File: src/rtl/conc_trace_pkg.sv
// Shared types for the concolic trace recorder: FSM states, entry layout and the
// default widths that match the stimulus player.
package conc_trace_pkg;

  localparam int PC_W_DEF  = 32;
  localparam int OBS_W_DEF = 2;

  typedef enum logic [1:0] {
    IDLE    = 2'd0,
    CAPTURE = 2'd1,
    DRAIN   = 2'd2
  } state_t;

  // One recorded sample at the default widths: {cycle index, observation}.
  typedef struct packed {
    logic [PC_W_DEF-1:0]  cycle;
    logic [OBS_W_DEF-1:0] obs;
  } entry_t;

endpackage

File: src/rtl/conc_trace_mem.sv
// Trace buffer storage: DEPTH x W register array, one write port, one async read port.
module conc_trace_mem #(
  parameter int DEPTH = 16,
  parameter int W     = 34
) (
  input  logic                     clock,
  input  logic                     we,
  input  logic [$clog2(DEPTH)-1:0] waddr,
  input  logic [W-1:0]             wdata,
  input  logic [$clog2(DEPTH)-1:0] raddr,
  output logic [W-1:0]             rdata
);

  logic [W-1:0] mem [DEPTH];

  always_ff @(posedge clock) begin
    if (we) mem[waddr] <= wdata;
  end

  assign rdata = mem[raddr];

endmodule

File: src/rtl/conc_trace_recorder.sv
// Records {cycle, obs} samples during a capture window into a FWFT FIFO drained over valid/ready.
// Optional build macro CONC_RLE_EN: only push samples whose obs differs from the last pushed one.
module conc_trace_recorder
  import conc_trace_pkg::*;
#(
  parameter int OBS_W = OBS_W_DEF,
  parameter int DEPTH = 16,
  parameter int PC_W  = PC_W_DEF
) (
  input  logic                   clock,
  input  logic                   reset,
  input  logic                   cap_en,
  input  logic                   obs_valid,
  input  logic [OBS_W-1:0]       obs_in,
  input  logic                   rd_ready,
  output logic                   rd_valid,
  output logic [PC_W+OBS_W-1:0]  rd_data,
  output logic [$clog2(DEPTH):0] count,
  output logic                   full,
  output logic                   lost,
  output logic                   done
);

  localparam int AW = $clog2(DEPTH);
  localparam int CW = AW + 1;
  localparam int EW = PC_W + OBS_W;

  state_t          state_q, state_d;
  logic [PC_W-1:0] cycle_q;
  logic [AW-1:0]   wr_ptr, rd_ptr, head_ptr_d;
  logic [CW-1:0]   count_d, cnt_after_pop;
  logic [EW-1:0]   wdata, head_rdata;
  logic            in_cap, start_cap, want, push, pop, done_d;

  assign in_cap    = (state_q == CAPTURE);
  assign start_cap = (state_q == IDLE) && cap_en;
  assign rd_valid  = (count != '0);
  assign full      = (count == CW'(DEPTH));
  assign pop       = rd_valid && rd_ready;
  // A concurrent pop frees the slot, so a full FIFO still accepts the push.
  assign push      = want && (!full || pop);
  assign wdata     = {cycle_q, obs_in};

`ifdef CONC_RLE_EN
  logic             first_q;
  logic [OBS_W-1:0] last_obs_q;

  assign want = in_cap && obs_valid && (first_q || (obs_in != last_obs_q));

  // Last value only tracks accepted pushes so a dropped change is retried later.
  always_ff @(posedge clock) begin
    if (reset) begin
      first_q    <= 1'b0;
      last_obs_q <= '0;
    end else if (start_cap) begin
      first_q    <= 1'b1;
    end else if (push) begin
      first_q    <= 1'b0;
      last_obs_q <= obs_in;
    end
  end
`else
  assign want = in_cap && obs_valid;
`endif

  always_comb begin
    state_d = state_q;
    done_d  = 1'b0;
    case (state_q)
      IDLE:    if (cap_en) state_d = CAPTURE;
      CAPTURE: if (!cap_en) state_d = DRAIN;
      DRAIN: begin
        if (cap_en) begin
          state_d = CAPTURE;
        end else if (count == '0) begin
          state_d = IDLE;
          done_d  = 1'b1;
        end
      end
      default: state_d = IDLE;
    endcase
  end

  always_comb begin
    case ({push, pop})
      2'b10:   count_d = count + CW'(1);
      2'b01:   count_d = count - CW'(1);
      default: count_d = count;
    endcase
  end

  // Head after this edge: either an entry already stored, or the one being written into an empty FIFO.
  assign head_ptr_d    = pop ? rd_ptr + AW'(1) : rd_ptr;
  assign cnt_after_pop = count - CW'(pop);

  conc_trace_mem #(
    .DEPTH (DEPTH),
    .W     (EW)
  ) u_mem (
    .clock (clock),
    .we    (push),
    .waddr (wr_ptr),
    .wdata (wdata),
    .raddr (head_ptr_d),
    .rdata (head_rdata)
  );

  always_ff @(posedge clock) begin
    if (reset) begin
      state_q <= IDLE;
      cycle_q <= '0;
      wr_ptr  <= '0;
      rd_ptr  <= '0;
      count   <= '0;
      rd_data <= '0;
      lost    <= 1'b0;
      done    <= 1'b0;
    end else begin
      state_q <= state_d;
      done    <= done_d;
      count   <= count_d;
      if (start_cap)   cycle_q <= '0;
      else if (in_cap) cycle_q <= cycle_q + PC_W'(1);
      if (push) wr_ptr <= wr_ptr + AW'(1);
      if (pop)  rd_ptr <= rd_ptr + AW'(1);
      if (want && full && !pop) lost <= 1'b1;
      if (cnt_after_pop != '0) rd_data <= head_rdata;
      else if (push)            rd_data <= wdata;
    end
  end

endmodule

File: config.mk
export PLATFORM = sky130hd
export DESIGN_NAME = conc_trace_recorder
export DESIGN_NICKNAME = d
export VERILOG_FILES = /design/src/rtl/conc_trace_pkg.sv /design/src/rtl/conc_trace_mem.sv /design/src/rtl/conc_trace_recorder.sv
export SDC_FILE = /design/constraint.sdc
export NUM_CORES = 1
export LEC_CHECK = 0
export BUFFER_PORTS_ARGS = -buffer_cell sky130_fd_sc_hd__buf_2
export CELL_PAD_IN_SITES_DETAIL_PLACEMENT = 1
export CELL_PAD_IN_SITES_GLOBAL_PLACEMENT = 1
export CORE_MARGIN = 2
export CORE_UTILIZATION = 50
export DETAILED_ROUTE_END_ITERATION = 6
export HOLD_SLACK_MARGIN = 0.08
export PLACE_DENSITY_LB_ADDON = 0.1
export RECOVER_POWER = 100
export SLEW_MARGIN = 30
export SYNTH_ARGS = -nofsm -noshare
export SYNTH_HDL_FRONTEND = slang
export SYNTH_SLANG_ARGS = --single-unit
File: constraint.sdc
create_clock -name clock -period 5.4 [get_ports clock]
set_input_delay 0.54 -clock clock [delete_from_list [all_inputs] [get_ports clock]]
set_output_delay 0.54 -clock clock [all_outputs]
set_load 0.005 [all_outputs]
## Word-level counts from Yosys, hierarchy flattened

Memories as Yosys holds them, arrays and structs flattened.
Cells that the tools add are included.

- Flip-flop bits (word level): 83
- Memory bits (writable): 544
- Input bits: 7
- Output and inout bits: 43
- Word-level logic and storage cells: 54
- Memories: 1

- Add/sub/neg operators: 6
- Equality and inequality tests: 8
- Multiplexer cells: 12
- Bitwise gates (word level): 1
- Reductions and logical operators: 18

Memory list:

| memory | depth | bits a word | read ports | clocked after memory_dff | write ports | RTL line | RTL |
|---|---|---|---|---|---|---|---|
| u_mem.mem | 16 | 34 | 1 | 0 | 1 | conc_trace_mem.sv:14 | `logic [W-1:0] mem [DEPTH];` |

Operator list:

| cell | count |
|---|---|
| two-way mux 34 bit | 2 |
| adder 32 x 1 -> 32 bit, second input constant | 1 |
| one-hot mux 5 bit (2 select lines) | 1 |
| nonzero test 5 bit | 2 |
| adder 4 x 1 -> 4 bit, second input constant | 2 |
| two-way mux 2 bit | 4 |
| logical AND 1 bit | 6 |
| one-hot mux 2 bit (3 select lines) | 1 |
| adder 5 x 1 -> 5 bit, second input constant | 1 |
| equality test 5 bit, second input constant | 1 |
| zero test 5 bit | 1 |
| subtractor 5 x 1 -> 5 bit | 1 |
| subtractor 5 x 1 -> 5 bit, second input constant | 1 |
| equality test 2 x 1 -> 1 bit, second input constant | 2 |
| equality test 2 bit, second input constant | 2 |
| two-way mux 4 bit | 1 |
| inequality test 2 bit, second input constant | 2 |
| nonzero test 2 bit | 2 |
| two-way mux 1 bit | 3 |
| inequality test 3 bit, second input constant | 1 |
| AND reduction 3 bit | 1 |
| OR reduction 3 bit | 1 |
| zero test 1 bit | 2 |
| zero test 2 bit | 1 |
| other kinds (3) | 3 |

## Longest topological paths before layout

- Word-level depth: 6
- Mapped depth: 15
- Gate-level depth less buffers: 12

## By module

Synthesis repeated with hierarchy kept, for this count alone.

- Cell total of the unflattened synthesis: 1265
- Area total of the unflattened synthesis: 24367.1 um2

Modules (own cells, without submodules):

| module | instances | cells an instance | area an instance (um2) | sequential area each (um2) |
|---|---|---|---|---|
| conc_trace_mem | 1 | 854 | 20395.8 | 16335.7 |
| conc_trace_recorder | 1 | 411 | 3971.3 | 1661.6 |

## Worst setup path before layout

OpenSTA, ideal clock, no wires.

- Path kind: input -> register
- Start point: in rd_ready
- End point: mem u_mem.mem[3][0], enable pin
- Setup time: 467 ps
- Data arrival time: 4320 ps
- Data required time: 4933 ps
- Setup slack: 612 ps
- Cell stages on the path: 6
- Buffers on the path: 2
- Cells stage by stage: clkbuf_1 inv_1 a31oi_1 clkbuf_1 nand2_1 nor3_1

- Cells in the longest elaborated chain, start to end: 5

Ends and longest elaborated chain:

| what | RTL line | RTL |
|---|---|---|
| start: declaration | conc_trace_recorder.sv:15 | `input logic rd_ready,` |
| logical AND 1 bit | conc_trace_recorder.sv:39 | `assign pop = rd_valid && rd_ready;` |
| logical OR 1 bit | conc_trace_recorder.sv:41 | `assign push = want && (!full \|\| pop);` |
| logical AND 1 bit | conc_trace_recorder.sv:41 |  |
| two-way mux 1 bit | conc_trace_mem.sv:17 | `if (we) mem[waddr] <= wdata;` |
| two-way mux 1 bit (implied by the code) | conc_trace_mem.sv:17 |  |
| end: declaration | conc_trace_mem.sv:14 |  |

Every way passes these cells.

## Final worst setup path

- Start point: reg count[2]
- End point: mem u_mem.mem[4][9], enable pin

- Cells in the longest elaborated chain, start to end: 6

Ends and longest elaborated chain:

| what | RTL line | RTL |
|---|---|---|
| start: declaration | conc_trace_recorder.sv:18 | `output logic [$clog2(DEPTH):0] count,` |
| start signal: assignment | conc_trace_recorder.sv:121 | `count <= count_d;` |
| equality test 5 bit / nonzero test 5 bit (equally long branches) | conc_trace_recorder.sv:38, conc_trace_recorder.sv:37 |  |
| zero test 1 bit / logical AND 1 bit (equally long branches) | conc_trace_recorder.sv:41, conc_trace_recorder.sv:39 |  |
| logical OR 1 bit (*) | conc_trace_recorder.sv:41 |  |
| logical AND 1 bit (*) | conc_trace_recorder.sv:41 |  |
| two-way mux 1 bit (*) | conc_trace_mem.sv:17 |  |
| two-way mux 1 bit (implied by the code) (*) | conc_trace_mem.sv:17 |  |

Mark *: on every way between the ends. The rest lies on a longest branch, timed or not.

==> results.py <==
metrics = {
    "outcome": {
        "status": "finished, violations left",
        "violations": "max-capacitance violations, max-slew violations",
    },
    "timing": {
        "slew-limit-headroom_pct": -34.6,
        "fin_skew_ps": 14.8,
        "finalSetupTns_ps": 0,
        "finalHoldViolations": 0,
        "setup_viol": 0,
        "finalCritPeriodShare_pct": 84.8,
        "rsz0062_at_grt": "no",
        "maxSlewViolCount": 200,
        "tightest_slew_ps": 2010,
        "fmax_ghz": 0.218,
        "finalWorstSetupSlack_ps": 822,
        "fin_crit_ps": 4580,
    },
    "routing": {
        "wl_per_cell_um": 31.6,
        "wl_um": 85200,
        "drc": 0,
        "ant_nets": 0,
        "num_vias": 18530,
        "drtPass1Iterations": 5,
        "drtIter0Drc": 1544,
        "vias_per_cell": 6.86,
    },
    "logic_synthesis": {
        "yosysMostFrequentCell": "edfxtp_1",
        "yosysSeqAreaShare_pct": 63.1,
        "synth_flop_cell": "edfxtp_1",
        "ys_seq_elements": 627,
        "yosys.area.top_type": "edfxtp_1",
        "synthCells": 1845,
        "synthTopCellsByCount": "edfxtp_1, mux2i_1, mux4_2",
        "ys_types": 56,
        "syn-num-nets": 1863,
        "synth-edff-count": 544,
        "synth_top_area_share_pct": 57.3,
        "yosysWarningCount": 0,
        "synth_area_leaders": "edfxtp_1, mux4_2, mux2i_1, dfxtp_1, a221oi_1",
        "syn_avg_cell_area_um2": 15.4,
        "syn_area_mm2": 0.0285,
        "async_reset_ff_share_pct": 0,
    },
    "grt": {
        "overflow": 0,
        "grt_max_degree": 107,
        "grt_pass1_vias": 19546,
        "gr-usage-all-layers_pct": 29.1,
        "grt_first_pass_wirelength_um": 127000,
        "antenna_found_initial": 1,
    },
    "worst_setup_path": {
        "cp_top_family": "simple AND/OR/NAND/NOR gates",
        "slowest_stage": "nor2_1",
        "path_class": "reg -> reg",
        "cp_max_fo": 13,
        "critical-path-max-stage-delay_ps": 1300,
        "cp.arrival_ps": 4790,
        "crit_buf_inv": 3,
        "crit_chain": "nor4_1 -> clkbuf_1 -> a31oi_1 -> nand2_1 -> nor2_1 -> buf_16 -> clkbuf_1",
        "crit_required_ps": 5610,
        "critPathLaunchType": "flop",
        "critPathCaptureType": "flop",
        "cpMostUsedCell": "clkbuf_1",
    },
    "place": {
        "dpl-instance-area_mm2": 0.0302,
        "io_buffers": 49,
        "dp_hpwl_um": 49300,
        "gp_congestion": 0.785,
        "pre_cts_ws_ps": 1480,
    },
    "power_and_ir_drop": {
        "power_frac_clock_pct": 30.9,
        "ir_drop_uv": 384,
        "intPower_mw": 10.2,
        "p_sw_share_pct": 32.9,
        "fin_total_pwr_mw": 15.2,
        "seqPwrFrac_pct": 36.6,
        "pwr-share-comb_pct": 32.5,
        "power_density_mw_per_mm2": 474,
        "p_switching_mw": 4.98,
        "p_leak_nw": 10.2,
    },
    "cells_and_area": {
        "drive_gt1_share_pct": 16.7,
        "syn2layout_area_growth_pct": 12.2,
        "fin_nets": 1908,
        "diodes": 0,
        "fin_area_mm2": 0.0320,
    },
    "clock_tree": {
        "postCtsSetupRepairBufs": 0,
        "clockBufferDepth": 3,
        "clockRootBuffer": "clkbuf_16",
        "cts_made_buffers": 68,
        "cts.sink_count": 627,
        "post_cts_resized": 0,
        "cts.htree.levels": 3,
        "clk_pin_slew_ps": 60,
        "hold_buffers": 0,
        "cts_tree": "yes",
        "clk_latency_ps": 600,
    },
    "die": {
        "fp.dieArea_mm2": 0.0589,
        "ios": 50,
        "row_count": 87,
        "core_area_mm2": 0.0564,
        "die_h_um": 243,
        "die-width_um": 243,
        "initial_core_util_pct": 50.5,
    },
    "flow_run": {
        "maxCapViolCount": 11,
    },
    "worst_hold_path": {
        "hp-class": "in -> reg",
    },
}
-- layer usage --
metal / wire length (um) / GRT usage [%] / vias up
met5: 7 / 0 / -
met2: 42100 / 48.6 / 718
li1: - / - / 7716
met3: 5830 / 4.63 / 173
met4: 2690 / 10.8 / 2
met1: 34600 / 38.6 / 9921
-- worst paths after layout --
kind	start	cells past startpoint	slack, ps	end
worst max register to register	count[2]	7	820	u_mem.mem[4][9]
worst max-delay path	count[2]	7	820	u_mem.mem[4][9]
worst min-delay path	cap_en	2	120	done
worst min register to register	lost	2	470	lost
-- placed cells by master (no fill, tap or decap), types with 24 or more instances in the layout --
master     synthesis  routed
or3_1             33      33
a221oi_1          98      98
nand2_1          104     102
o21ai_0           39      39
dfxtp_1           83      81
mux2i_1          194     194
mux4_2           144     144
a22oi_1           33      33
a21oi_1           42      43
nor2_1            64      61
clkbuf_1          96      79
edfxtp_1         544     544
clkbuf_16          0      73
o211ai_1          31      31
buf_2             19      24
xor2_1            28      28
buf_4              0      28
a311o_1           32      32
o22ai_1           95      95
-- flip-flops by register name, indices dropped and copies added (netlist names) --
name / flops
count: 5
cycle_q: 32
done: 1
lost: 1
rd_data: 34
rd_ptr: 4
state_q: 2
u_mem.mem: 544
wr_ptr: 4
-- worst register-to-register path: cells and delay by family (launching register included) --
family | cells | cell delay, ps
flops | 1 | 440
simple gates | 3 | 1710
compound gates | 1 | 770
buf+inv | 3 | 1270
-- cell type report --
type / count / area [um2]
Fill cell: 5272 / 24400
Sequential cell: 627 / 18000
Multi-Input combinational cell: 1062 / 10000
Clock buffer: 104 / 2010
Tap cell: 756 / 946
Timing Repair Buffer: 119 / 738
Clock inverter: 20 / 215
Inverter: 12 / 45.0
-- power by group through the flow --
stage	sequential (mW)	clock, mW	combinational, mW
final	5.55	4.69	4.92
after CTS	5.56	4.76	4.95
after global placement	5.65	0	4.76
after global routing	5.57	4.94	5.27
after floorplan	5.49	0	3.56
after detailed placement	5.66	0	4.91
-- logic make-up (layout without fill, tap and decap cells) --
| kind of cell | Yosys count | after routing | synth area share, % |
|---|---|---|---|
| muxes | 341 | 341 | 18.3 |
| adders and majority gates | 11 | 11 | 0.509 |
| xor gates and xnor gates | 40 | 40 | 1.26 |
| DFF | 627 | 627 | 63.1 |
| buffers and inverters | 156 | 255 | 2.14 |
| and+or+nand+nor | 278 | 278 | 4.62 |
| AOI/OAI and AO/OA | 392 | 392 | 10.0 |
-- metrics by stage --
stage	hold WS (ps)	cells	utilization, %
finish	122	2700	56.7
global route	118	2700	56.7
CTS	93.6	2698	57.4
detailed placement	457	2574	53.5
global placement	446	2561	52.9
floorplan	442	1845	-
Power figures use the tool's default switching activity.
